`src/rtl/lab1_g14_sweep_ctrl_if.sv`:
```
// Bundle between the sweep controller and its environment: start source,
// lab-function inputs/output and the sweep results.
interface lab1_g14_sweep_ctrl_if;
  logic        start;
  logic        y;
  logic        g;
  logic        t;
  logic        u;
  logic        e;
  logic        busy;
  logic        done;
  logic [15:0] truth_table;
  logic [4:0]  ones_cnt;
  logic [15:0] expected;
  logic        mismatch;
  logic [3:0]  first_err_idx;

  modport master (
    input  start, y, expected,
    output g, t, u, e, busy, done, truth_table, ones_cnt, mismatch, first_err_idx
  );

  modport slave (
    output start, y, expected,
    input  g, t, u, e, busy, done, truth_table, ones_cnt, mismatch, first_err_idx
  );
endinterface

```
`src/rtl/lab1_g14_sweep_ctrl.sv`:
```
// Steps a 4-input lab function through vectors 0..15, captures y into a truth table.
// Optional reference compare enabled by defining LAB1_G14_SWEEP_COMPARE_EN.
module lab1_g14_sweep_ctrl #(
  parameter int SETTLE_CYCLES = 1
) (
  input  logic                         clk,
  input  logic                         rst_n,
  lab1_g14_sweep_ctrl_if.master        sif
);

  localparam logic [1:0] ST_IDLE   = 2'd0;
  localparam logic [1:0] ST_DRIVE  = 2'd1;
  localparam logic [1:0] ST_SAMPLE = 2'd2;
  localparam logic [1:0] ST_DONE   = 2'd3;

  // Counter runs SETTLE_LOAD..0, giving SETTLE_CYCLES DRIVE cycles per vector
  localparam logic [7:0] SETTLE_LOAD = 8'(SETTLE_CYCLES - 1);

  logic [1:0]  state_r, state_s;
  logic [3:0]  idx_r, idx_s;
  logic [7:0]  settle_cnt_r, settle_cnt_s;
  logic        busy_r, busy_s;
  logic        done_r, done_s;
  logic [15:0] tt_r, tt_s;
  logic [4:0]  ones_r, ones_s;
  logic        accept_s;

  assign accept_s = (state_r == ST_IDLE) && sif.start;

  // Next-state and datapath update for the sweep sequencer
  always_comb begin
    state_s      = state_r;
    idx_s        = idx_r;
    settle_cnt_s = settle_cnt_r;
    tt_s         = tt_r;
    ones_s       = ones_r;
    case (state_r)
      ST_IDLE: begin
        if (accept_s) begin
          state_s      = ST_DRIVE;
          idx_s        = 4'd0;
          tt_s         = 16'h0000;
          ones_s       = 5'd0;
          settle_cnt_s = SETTLE_LOAD;
        end else begin
          state_s = ST_IDLE;
        end
      end
      ST_DRIVE: begin
        if (settle_cnt_r == 8'd0) begin
          state_s = ST_SAMPLE;
        end else begin
          settle_cnt_s = settle_cnt_r - 8'd1;
        end
      end
      ST_SAMPLE: begin
        tt_s[idx_r] = sif.y;
        ones_s      = ones_r + {4'b0000, sif.y};
        if (idx_r == 4'd15) begin
          state_s = ST_DONE;
        end else begin
          idx_s        = idx_r + 4'd1;
          settle_cnt_s = SETTLE_LOAD;
          state_s      = ST_DRIVE;
        end
      end
      ST_DONE: begin
        state_s = ST_IDLE;
      end
      default: begin
        state_s = ST_IDLE;
      end
    endcase
    busy_s = (state_s == ST_DRIVE) || (state_s == ST_SAMPLE);
    done_s = (state_s == ST_DONE);
  end

  // Sequencer state and result registers
  always_ff @(posedge clk or negedge rst_n) begin
    if (!rst_n) begin
      state_r      <= ST_IDLE;
      idx_r        <= 4'd0;
      settle_cnt_r <= 8'd0;
      busy_r       <= 1'b0;
      done_r       <= 1'b0;
      tt_r         <= 16'h0000;
      ones_r       <= 5'd0;
    end else begin
      state_r      <= state_s;
      idx_r        <= idx_s;
      settle_cnt_r <= settle_cnt_s;
      busy_r       <= busy_s;
      done_r       <= done_s;
      tt_r         <= tt_s;
      ones_r       <= ones_s;
    end
  end

  assign sif.g           = idx_r[3];
  assign sif.t           = idx_r[2];
  assign sif.u           = idx_r[1];
  assign sif.e           = idx_r[0];
  assign sif.busy        = busy_r;
  assign sif.done        = done_r;
  assign sif.truth_table = tt_r;
  assign sif.ones_cnt    = ones_r;

`ifdef LAB1_G14_SWEEP_COMPARE_EN
  logic       mismatch_r, mismatch_s;
  logic [3:0] first_err_r, first_err_s;

  // First mismatch against the reference wins; later ones never overwrite it
  always_comb begin
    mismatch_s  = mismatch_r;
    first_err_s = first_err_r;
    if (accept_s) begin
      mismatch_s  = 1'b0;
      first_err_s = 4'd0;
    end else if ((state_r == ST_SAMPLE) && !mismatch_r && (sif.y != sif.expected[idx_r])) begin
      mismatch_s  = 1'b1;
      first_err_s = idx_r;
    end else begin
      mismatch_s  = mismatch_r;
      first_err_s = first_err_r;
    end
  end

  // Compare result registers
  always_ff @(posedge clk or negedge rst_n) begin
    if (!rst_n) begin
      mismatch_r  <= 1'b0;
      first_err_r <= 4'd0;
    end else begin
      mismatch_r  <= mismatch_s;
      first_err_r <= first_err_s;
    end
  end

  assign sif.mismatch      = mismatch_r;
  assign sif.first_err_idx = first_err_r;
`else
  logic unused_expected_s;
  assign unused_expected_s  = ^sif.expected;
  assign sif.mismatch       = 1'b0;
  assign sif.first_err_idx  = 4'd0;
`endif

endmodule

```
`src/flat_wrapper.sv`:
```
// flat-port wrapper written by rule: the top's interface ports become plain ports
module lab1_g14_sweep_ctrl_flat 
#(
  parameter int SETTLE_CYCLES = 1
)
  (clk, rst_n, sif_start, sif_y, sif_expected, sif_g, sif_t, sif_u, sif_e, sif_busy, sif_done, sif_truth_table, sif_ones_cnt, sif_mismatch, sif_first_err_idx);
  lab1_g14_sweep_ctrl_if sif_i ();
  input  logic clk;
  input  logic rst_n;
  input wire logic [$bits(sif_i.start)-1:0] sif_start;
  input wire logic [$bits(sif_i.y)-1:0] sif_y;
  input wire logic [$bits(sif_i.expected)-1:0] sif_expected;
  output wire logic [$bits(sif_i.g)-1:0] sif_g;
  output wire logic [$bits(sif_i.t)-1:0] sif_t;
  output wire logic [$bits(sif_i.u)-1:0] sif_u;
  output wire logic [$bits(sif_i.e)-1:0] sif_e;
  output wire logic [$bits(sif_i.busy)-1:0] sif_busy;
  output wire logic [$bits(sif_i.done)-1:0] sif_done;
  output wire logic [$bits(sif_i.truth_table)-1:0] sif_truth_table;
  output wire logic [$bits(sif_i.ones_cnt)-1:0] sif_ones_cnt;
  output wire logic [$bits(sif_i.mismatch)-1:0] sif_mismatch;
  output wire logic [$bits(sif_i.first_err_idx)-1:0] sif_first_err_idx;
  assign sif_i.start = sif_start;
  assign sif_i.y = sif_y;
  assign sif_i.expected = sif_expected;
  assign sif_g = sif_i.g;
  assign sif_t = sif_i.t;
  assign sif_u = sif_i.u;
  assign sif_e = sif_i.e;
  assign sif_busy = sif_i.busy;
  assign sif_done = sif_i.done;
  assign sif_truth_table = sif_i.truth_table;
  assign sif_ones_cnt = sif_i.ones_cnt;
  assign sif_mismatch = sif_i.mismatch;
  assign sif_first_err_idx = sif_i.first_err_idx;
  lab1_g14_sweep_ctrl #(.SETTLE_CYCLES(SETTLE_CYCLES)) u_core (.clk(clk), .rst_n(rst_n), .sif(sif_i));
endmodule
```
`config.mk`:
```
export PLATFORM = sky130hd
export DESIGN_NAME = lab1_g14_sweep_ctrl_flat
export DESIGN_NICKNAME = d
export VERILOG_FILES = /design/src/rtl/lab1_g14_sweep_ctrl_if.sv /design/src/rtl/lab1_g14_sweep_ctrl.sv /design/src/flat_wrapper.sv
export SDC_FILE = /design/constraint.sdc
export NUM_CORES = 1
export LEC_CHECK = 0
export CORE_MARGIN = 3
export CORE_UTILIZATION = 45
export DETAILED_ROUTE_END_ITERATION = 7
export GPL_ROUTABILITY_DRIVEN = 0
export HOLD_SLACK_MARGIN = 0.03
export PLACE_DENSITY = 0.85
export SLEW_MARGIN = 20
export SYNTH_ARGS = -nofsm -noshare
export SYNTH_HDL_FRONTEND = slang
export SYNTH_SLANG_ARGS = --single-unit
```
`constraint.sdc`:
```
create_clock -name clk -period 2.3 [get_ports clk]
set_input_delay 0.23 -clock clk [delete_from_list [all_inputs] [get_ports clk]]
set_output_delay 0.23 -clock clk [all_outputs]
set_load 0.02 [all_outputs]
```
==> results of run 1 <==
## how the worst min path moves through the flow
stage	start	to	cells after the start
4_1_cts	rst_n	u_core.settle_cnt_r[4]	2
3_3_place_gp	u_core.settle_cnt_r[0]	u_core.settle_cnt_r[0]	1
5_1_grt	rst_n	u_core.sif.truth_table[7]	2
3_5_place_dp	u_core.settle_cnt_r[0]	u_core.settle_cnt_r[0]	1
2_1_floorplan	rst_n	u_core.idx_r[0]	0
6_report	rst_n	u_core.settle_cnt_r[4]	2
## cell usage in the layout, fill, tap and decap left out, types with 3 or more instances in the layout
| cell | count |
|---|---|
| a21oi_1 | 6 |
| a32o_1 | 15 |
| and3_1 | 4 |
| buf_4 | 5 |
| clkbuf_8 | 7 |
| clkdlybuf4s50_1 | 30 |
| conb_1 | 5 |
| dfrtp_1 | 37 |
| ha_1 | 8 |
| inv_1 | 9 |
| mux2i_1 | 6 |
| nand2_1 | 5 |
| nand3_1 | 21 |
| nor2_1 | 5 |
| nor2b_1 | 3 |
| o21ai_0 | 13 |
| or4_1 | 4 |
## repair_timing
item	CTS	global route
setup endpoints to repair	0	1
resized for setup	0	1
hold buffers	0	0
## per-layer routing
layer | vias to the layer above | routed length [um] | track usage
met5 | - | 0 | 0
met4 | 0 | 88 | 0.0898
li1 | 727 | - | -
met1 | 753 | 1860 | 0.239
met2 | 41 | 1870 | 0.245
met3 | 10 | 182 | 0.0341
## stage by stage
| stage | power (mW) | hold WS, ns | setup WS (ns) | util | std cells |
|---|---|---|---|---|---|
| after floorplan | 1.46 | -0.0656 | 0.464 | - | 185 |
| after global placement | 1.68 | 0.493 | 0.225 | 0.576 | 252 |
| after detailed placement | 1.71 | 0.508 | 0.187 | 0.576 | 252 |
| after CTS | 2.20 | 0.380 | 0.162 | 0.602 | 260 |
| after global routing | 2.36 | 0.414 | 0.202 | 0.604 | 260 |
| final | 2.20 | 0.356 | 0.366 | 0.604 | 260 |
## logic make-up after synthesis
group | after synthesis | synth area share
AO/OA/AOI/OAI | 47 | 0.188
multiplexers | 6 | 0.0317
AND/OR/NAND/NOR | 57 | 0.172
other | 1 | 0.00198
flip-flops | 37 | 0.488
buffers and inverters | 25 | 0.0660
adder cells (fa/ha/maj) | 8 | 0.0528
## sequential cells by signal (all words and copies together) (netlist names)
name,count
u_core.sif.ones_cnt,5
u_core.sif.done,1
u_core.sif.busy,1
u_core.sif.truth_table,16
u_core.state_r,2
u_core.idx_r,4
u_core.settle_cnt_r,8
## cell type report
class | count | area (um^2) | area share
clock buffer | 7 | 96.3 | 0.0414
clock inverter | 1 | 5.00 | 0.00215
inverter | 9 | 33.8 | 0.0145
multi-input combinational | 123 | 867 | 0.373
sequential | 37 | 926 | 0.398
tap | 48 | 60.1 | 0.0258
timing repair buffer | 35 | 338 | 0.145
## worst max-delay path: stages (launching register included)
cell and delay, ns:
dfrtp_1 0.41, inv_1 0.07, ha_1 0.18, nor4b_2 0.34, buf_4 0.18, nand3_1 0.06, o21ai_0 0.28, ha_1 0.29
## power by group
part,internal [mW],leakage [nW],switching (mW)
sequential,0.763,0.502,0.139
combinational,0.355,0.458,0.450
clock,0.271,0.0542,0.223
==> results.cfg, run 1 <==
[timing]
setup_tns_ns = 0
rsz0062_at_grt = false
min_period_ns = 1.93
drv_slew = 0
worstMarginPinSlew_ns = 0.618
hold_viol_final = 0
skew_ns = 0.00715
finalCritPeriodShare = 0.841
max_freq_ghz = 0.517
relSlewSlack = 0.587
finalSetupViolations = 0

[layout]
area_growth_pct = 22.6
antennaDiodeCount = 0
nFillCells = 328
final_area_um2 = 2330
drive_gt1_frac = 0.0943
nNetsFinal = 239

[floorplan]
boundaryPins = 52
core_um2 = 3850
die_h_um = 70.9
initial_core_util = 0.492
die_w_um = 70.9
row_count = 22
die_area_um2 = 5030

[route]
vias = 1531
ant_nets = 0
dr.pass1.iters = 4
remaining_drc_errors = 0
drt_iter0_markers = 143
viasPerCell = 5.89
postRouteWirelength_um = 4000
drt-wirelength-per-cell_um = 15.4

[worst_setup_path]
required_ns = 2.47
reg2reg_to = u_core.sif.busy
critPathKind = flip-flop to flip-flop
crit_fanout = 4
endpoint = u_core.sif.busy
r2r-start = u_core.settle_cnt_r[0]
arrival_ns = 2.10
r2r_cells = 7
reg2reg_slack_ns = 0.37
setup.worst_path.start = u_core.settle_cnt_r[0]
start_kind = flip-flop
endpoint_kind = flip-flop

[synthesis]
synth_area_per_cell_um2 = 10.5
yosysMostFrequentCell = dfrtp_1
synth.distinct_cells = 43
synth_edf_count = 0
netlist_instances = 181
synth_common_cells = dfrtp_1, nand3_1, a32o_1, o21ai_0, inv_1
synth_top_area_frac = 0.488
ys_ff_latch = 37
syn_area_um2 = 1900
async_flop_share = 1.00
synth.area.top_cells = dfrtp_1, a32o_1, nand3_1
yosysWarnings = 0
ys.flop_type = dfrtp_1
ys_seq_area_frac = 0.488
synth_top_area_cell = dfrtp_1

[global_route]
antenna_found_initial = 0
grt_overflow_total = 0
grt_pass1_wl_um = 6680
grt_max_degree = 38
track_usage = 0.169
first_global_vias = 1485

[job]
drv_cap = 0

[clock_tree]
cts_max_level = 2
cts_root_buf = clkbuf_8
clk_pin_slew_ns = 0.07
clock_latency_ns = 0.29
post_cts_buffers = 0
cts_buffers = 5
clock_path_buffers = 2
tritoncts = yes
cts_sinks = 37

[place]
placed_cell_area_um2 = 2220
dp_hpwl_um = 2770
io_buffers = 30

[worst_hold_path]
hp-class = primary input to asynchronous set/reset pin

[power]
ir_drop_v = 0.000825
power_density_nw_per_um2 = 947
p_leak_nw = 1.01

[status]
outcome = finished, final reports clean
Note: power is estimated with default switching activity, not from simulation.
==> inputs of run 2 (changes only) <==
clock period = 1.85 ns   (was 2.3 ns; I/O delays follow)
==> results.cfg, run 2 (synthesis results as in run 1) <==
[timing]
relSlewSlack = 0.640
worst_slack_ns = 0.106
skew_ns = 0.00600
rsz0062_at_grt = false
finalCritPeriodShare = 0.942
worstMarginPinSlew_ns = 0.539
max_freq_ghz = 0.574
min_period_ns = 1.74
hold_viol_final = 0
drv_slew = 0
finalSetupViolations = 0

[clock_tree]
tritoncts = yes
cts_root_buf = clkbuf_8
cts_buffers = 5
clock_latency_ns = 0.29
clock_path_buffers = 2
cts_sinks = 37
cts_hold_buf = 0
cts_max_level = 2
post_cts_buffers = 0
clk_pin_slew_ns = 0.07

[power]
clkPwrFrac = 0.199
power.switching_mw = 1.05
power.share.sequential = 0.386
netSwitchingFraction = 0.369
power_density_nw_per_um2 = 1180
p_leak_nw = 1.07
p_int_mw = 1.79
comb_power_share = 0.415
ir_drop_v = 0.000801

[worst_setup_path]
r2r_cells = 7
required_ns = 2.03
endpoint = u_core.sif.busy
setup.worst_path.start = u_core.settle_cnt_r[1]
arrival_ns = 1.92
cp_cell_sequence = inv_1 -> ha_1 -> nor4b_4 -> buf_4 -> a211o_2 -> nand2_1 -> ha_1
crit_top_cell = ha_1
start_kind = flip-flop
reg2reg_to = u_core.sif.busy
reg2reg_slack_ns = 0.11
endpoint_kind = flip-flop
r2r-start = u_core.settle_cnt_r[1]
cpMaxStageDelayCell = dfrtp_1
crit_fanout = 3
critPathKind = flip-flop to flip-flop
critical-path-max-stage-delay_ns = 0.39

[global_route]
grt_pass1_wl_um = 7490
grt_overflow_total = 0
antenna_found_initial = 0
first_global_vias = 1593
grt_max_degree = 38
track_usage = 0.187

[place]
dpl_worst_slack_ns = -0.0357
io_buffers = 30
dp_hpwl_um = 3120

[floorplan]
boundaryPins = 52
initial_core_util = 0.492
core_um2 = 3850
die_area_um2 = 5030
row_count = 22
die_h_um = 70.9
die_w_um = 70.9

[route]
vias = 1584
ant_nets = 0
postRouteWirelength_um = 4290
remaining_drc_errors = 0
drt-wirelength-per-cell_um = 15.8
drt_iter0_markers = 71
viasPerCell = 5.85
dr.pass1.iters = 4

[layout]
antennaDiodeCount = 0
area_growth_pct = 27.0
nNetsFinal = 251
nFillCells = 316
drive_gt1_frac = 0.135
final_common_cell = dfrtp_1
largest_reg_flops = 16
final_cell_mix = dfrtp_1, clkdlybuf4s50_1, nand3_1
fin_util = 0.625

[worst_hold_path]
hp-class = primary input to asynchronous set/reset pin

[status]
outcome = finished, final reports clean

[job]
drv_cap = 0
run 2: cell count changes in the layout (fill, tap and decap cells not counted), sizes merged:
cell	delta
clkinv	-1
buf	+12
run 2: cell type report:
type	instances	area (um^2)	area share
Sequential cell	37	926	0.384
Multi-Input combinational cell	123	876	0.363
Timing Repair Buffer	47	428	0.178
Clock buffer	7	86.3	0.0358
Tap cell	48	60.1	0.0249
Inverter	9	33.8	0.0140
run 2: layer usage:
metal | global-route usage | share of wire
met1 | 0.244 | 0.46
met2 | 0.296 | 0.47
met3 | 0.0412 | 0.047
met4 | 0.0856 | 0.020
met5 | 0 | 0
run 2: per-stage QoR:
stage | power (mW) | cells | hold WS [ns] | instance area, um^2 | TNS, ns
final | 2.83 | 271 | 0.297 | 2410 | 0
after global routing | 3.03 | 271 | 0.349 | 2410 | 0
after CTS | 2.81 | 271 | 0.330 | 2400 | 0
after detailed placement | 2.24 | 264 | 0.510 | 2310 | -0.0357
after global placement | 2.19 | 264 | 0.506 | 2310 | -0.00621
after floorplan | 1.82 | 185 | -0.111 | 1910 | 0
run 2: worst min path at each step:
| stage | from | end | slack [ns] | depth (start not counted) |
|---|---|---|---|---|
| 2_1_floorplan | rst_n | u_core.idx_r[0] | -0.11 | 0 |
| 3_3_place_gp | u_core.sif.truth_table[6] | u_core.sif.truth_table[6] | 0.51 | 1 |
| 3_5_place_dp | u_core.sif.truth_table[13] | u_core.sif.truth_table[13] | 0.51 | 1 |
| 4_1_cts | rst_n | u_core.idx_r[0] | 0.33 | 2 |
| 5_1_grt | rst_n | u_core.settle_cnt_r[3] | 0.35 | 2 |
| 6_report | rst_n | u_core.settle_cnt_r[3] | 0.30 | 2 |
run 2: repair_timing:
action,CTS,global route
resized for setup,1,2
setup endpoints to repair,1,1
endpoints found under the hold margin,0,0
run 2: power by group through the flow:
stage / sequential, mW / combinational (mW) / clock (mW)
after floorplan: 1.13 / 0.691 / 0
after global placement: 1.08 / 1.11 / 0
after detailed placement: 1.09 / 1.15 / 0
after CTS: 1.08 / 1.16 / 0.564
after global routing: 1.12 / 1.32 / 0.596
final: 1.09 / 1.18 / 0.564
run 2: critical path: cells and delay by family (launching register included):
| kind | cells | cell delay [ns] |
|---|---|---|
| fa+ha+maj | 2 | 0.51 |
| flops | 1 | 0.39 |
| simple gates | 2 | 0.34 |
| buf+inv | 2 | 0.22 |
| compound gates | 1 | 0.16 |
==> inputs of run 3 (changes only) <==
CORE_UTILIZATION = 43   (was 45)
PLACE_DENSITY = 0.86   (was 0.85)
SETUP_SLACK_MARGIN = 0.15   (was not set)
clock period = 1.5 ns   (was 1.85 ns; I/O delays follow)
==> results.cfg, run 3 (synthesis results as in run 1) <==
[status]
outcome = finished, violations left
violations = setup timing

[global_route]
track_usage = 0.221
first_global_vias = 1753
antenna_found_initial = 0
grtUsageMet1 = 0.291
grt_use_met2 = 0.351
grt_overflow_total = 0
grt_max_degree = 38
grt_busiest_layer = met2
grt_pass1_wl_um = 8920
use_met3 = 0.0665

[timing]
finalSetupViolations = 6
max_freq_ghz = 0.603
setup_tns_ns = -0.480
hold_viol_final = 0
worst_slack_ns = -0.159
min_period_ns = 1.66
drv_slew = 0
finalCritPeriodShare = 1.11
skew_ns = 0.00965
rsz0062_at_grt = true

[worst_setup_path]
arrival_ns = 1.87
cpMaxStageDelayCell = or4_1
r2r_cells = 5
crit_top_cell = buf_6
r2r-start = u_core.state_r[1]
required_ns = 1.71
critical-path-max-stage-delay_ns = 0.52
crit_fanout = 5
reg2reg_slack_ns = -0.16
critPathKind = flip-flop to flip-flop
cp_cell_sequence = buf_6 -> buf_6 -> and4_4 -> or4_1 -> a21oi_1
reg2reg_to = u_core.idx_r[3]
endpoint_kind = flip-flop
start_kind = flip-flop

[layout]
ff_latch_area_um2 = 933
antennaDiodeCount = 0
largest_reg_flops = 16
final_common_cell = dfrtp_1
drive_gt1_frac = 0.416
area_growth_pct = 54.9
nNetsFinal = 282
final_cell_mix = dfrtp_1, buf_4, dlygate4sd2_1
multi_input_area_um2 = 1130
nFillCells = 267

[floorplan]
die_h_um = 72.4
row_count = 23
boundaryPins = 52
die_area_um2 = 5240
initial_core_util = 0.461
die_w_um = 72.4
core_um2 = 4120

[route]
drt-wirelength-per-cell_um = 18.9
viasPerCell = 5.90
postRouteWirelength_um = 5770
remaining_drc_errors = 0
ant_nets = 0
drt_iter0_markers = 154
vias = 1798
dr.pass1.iters = 4

[clock_tree]
clock_path_buffers = 2
cts_buffers = 5
cts_sinks = 37
cts_hold_buf = 0
clock_latency_ns = 0.30
tritoncts = yes
clk_pin_slew_ns = 0.08
cts_max_level = 2
cts_root_buf = clkbuf_8

[place]
io_buffers = 30
dp_hpwl_um = 3300
dpl_worst_slack_ns = -0.162

[job]
drv_cap = 0

[worst_hold_path]
hp-class = primary input to asynchronous set/reset pin

[power]
power_density_nw_per_um2 = 1520
p_total_mw = 4.45
ir_drop_v = 0.000932
p_leak_nw = 1.36
-- run 3: changes by cell type in the layout (fill, tap and decap cells not counted), sizes merged --
cell	change
buf	+30
dlygate4sd2	+25
clkinv	+2
clkdlybuf4s50	-28
clkdlybuf4s15	+2
o21ba	+1
-- run 3: worst max-delay path by stage --
stage	startpoint	endpoint	slack, ns	cells past startpoint
floorplan	u_core.idx_r[0]	u_core.idx_r[3]	-0.06	5
global placement	sif_y	u_core.sif.ones_cnt[4]	-0.14	6
detailed placement	sif_start	u_core.sif.truth_table[11]	-0.16	4
CTS	u_core.settle_cnt_r[0]	u_core.sif.busy	-0.11	6
global route	u_core.state_r[1]	u_core.idx_r[3]	-0.20	5
finish	u_core.state_r[1]	u_core.idx_r[3]	-0.16	5
-- run 3: power by group --
group / internal (mW) / total [mW] / leakage (nW) / switching, mW
sequential: 1.18 / 1.37 / 0.493 / 0.196
combinational: 1.22 / 2.37 / 0.820 / 1.15
clock: 0.323 / 0.712 / 0.0450 / 0.389
-- run 3: cell type report --
cell class,count,area share
multi-input cells,124,0.383
well taps,50,0.0213
inverters,9,0.0123
clock buffers,6,0.0247
clock inverters,2,0.00341
flip-flops and latches,37,0.318
repair buffers,77,0.238
-- run 3: through the flow --
stage / hold WS [ns] / cells / util / cell area (um^2)
finish: 0.210 / 305 / 0.714 / 2940
floorplan: -0.146 / 185 / - / 2070
global placement: 0.511 / 279 / 0.614 / 2530
CTS: 0.241 / 302 / 0.671 / 2760
global route: 0.241 / 305 / 0.714 / 2940
detailed placement: 0.517 / 279 / 0.614 / 2530
-- run 3: what timing repair did --
item,CTS,global route
pin swaps,23,19
setup endpoints to repair,59,39
resized for setup,52,42
hold endpoints to repair,0,0
buffers inserted,11,3
gates cloned,4,0
-- run 3: routing by layer --
metal / routed length (um) / vias to the layer above
li1: - / 821
met1: 2300 / 901
met2: 2950 / 66
met3: 393 / 10
met4: 120 / 0
met5: 0 / -
-- run 3: worst max-delay path, delay by kind of cell (launching register included) --
| kind | cells | cell delay (ns) |
|---|---|---|
| compound gates | 1 | 0.19 |
| buf+inv | 2 | 0.25 |
| flops | 1 | 0.41 |
| simple gates | 2 | 0.72 |
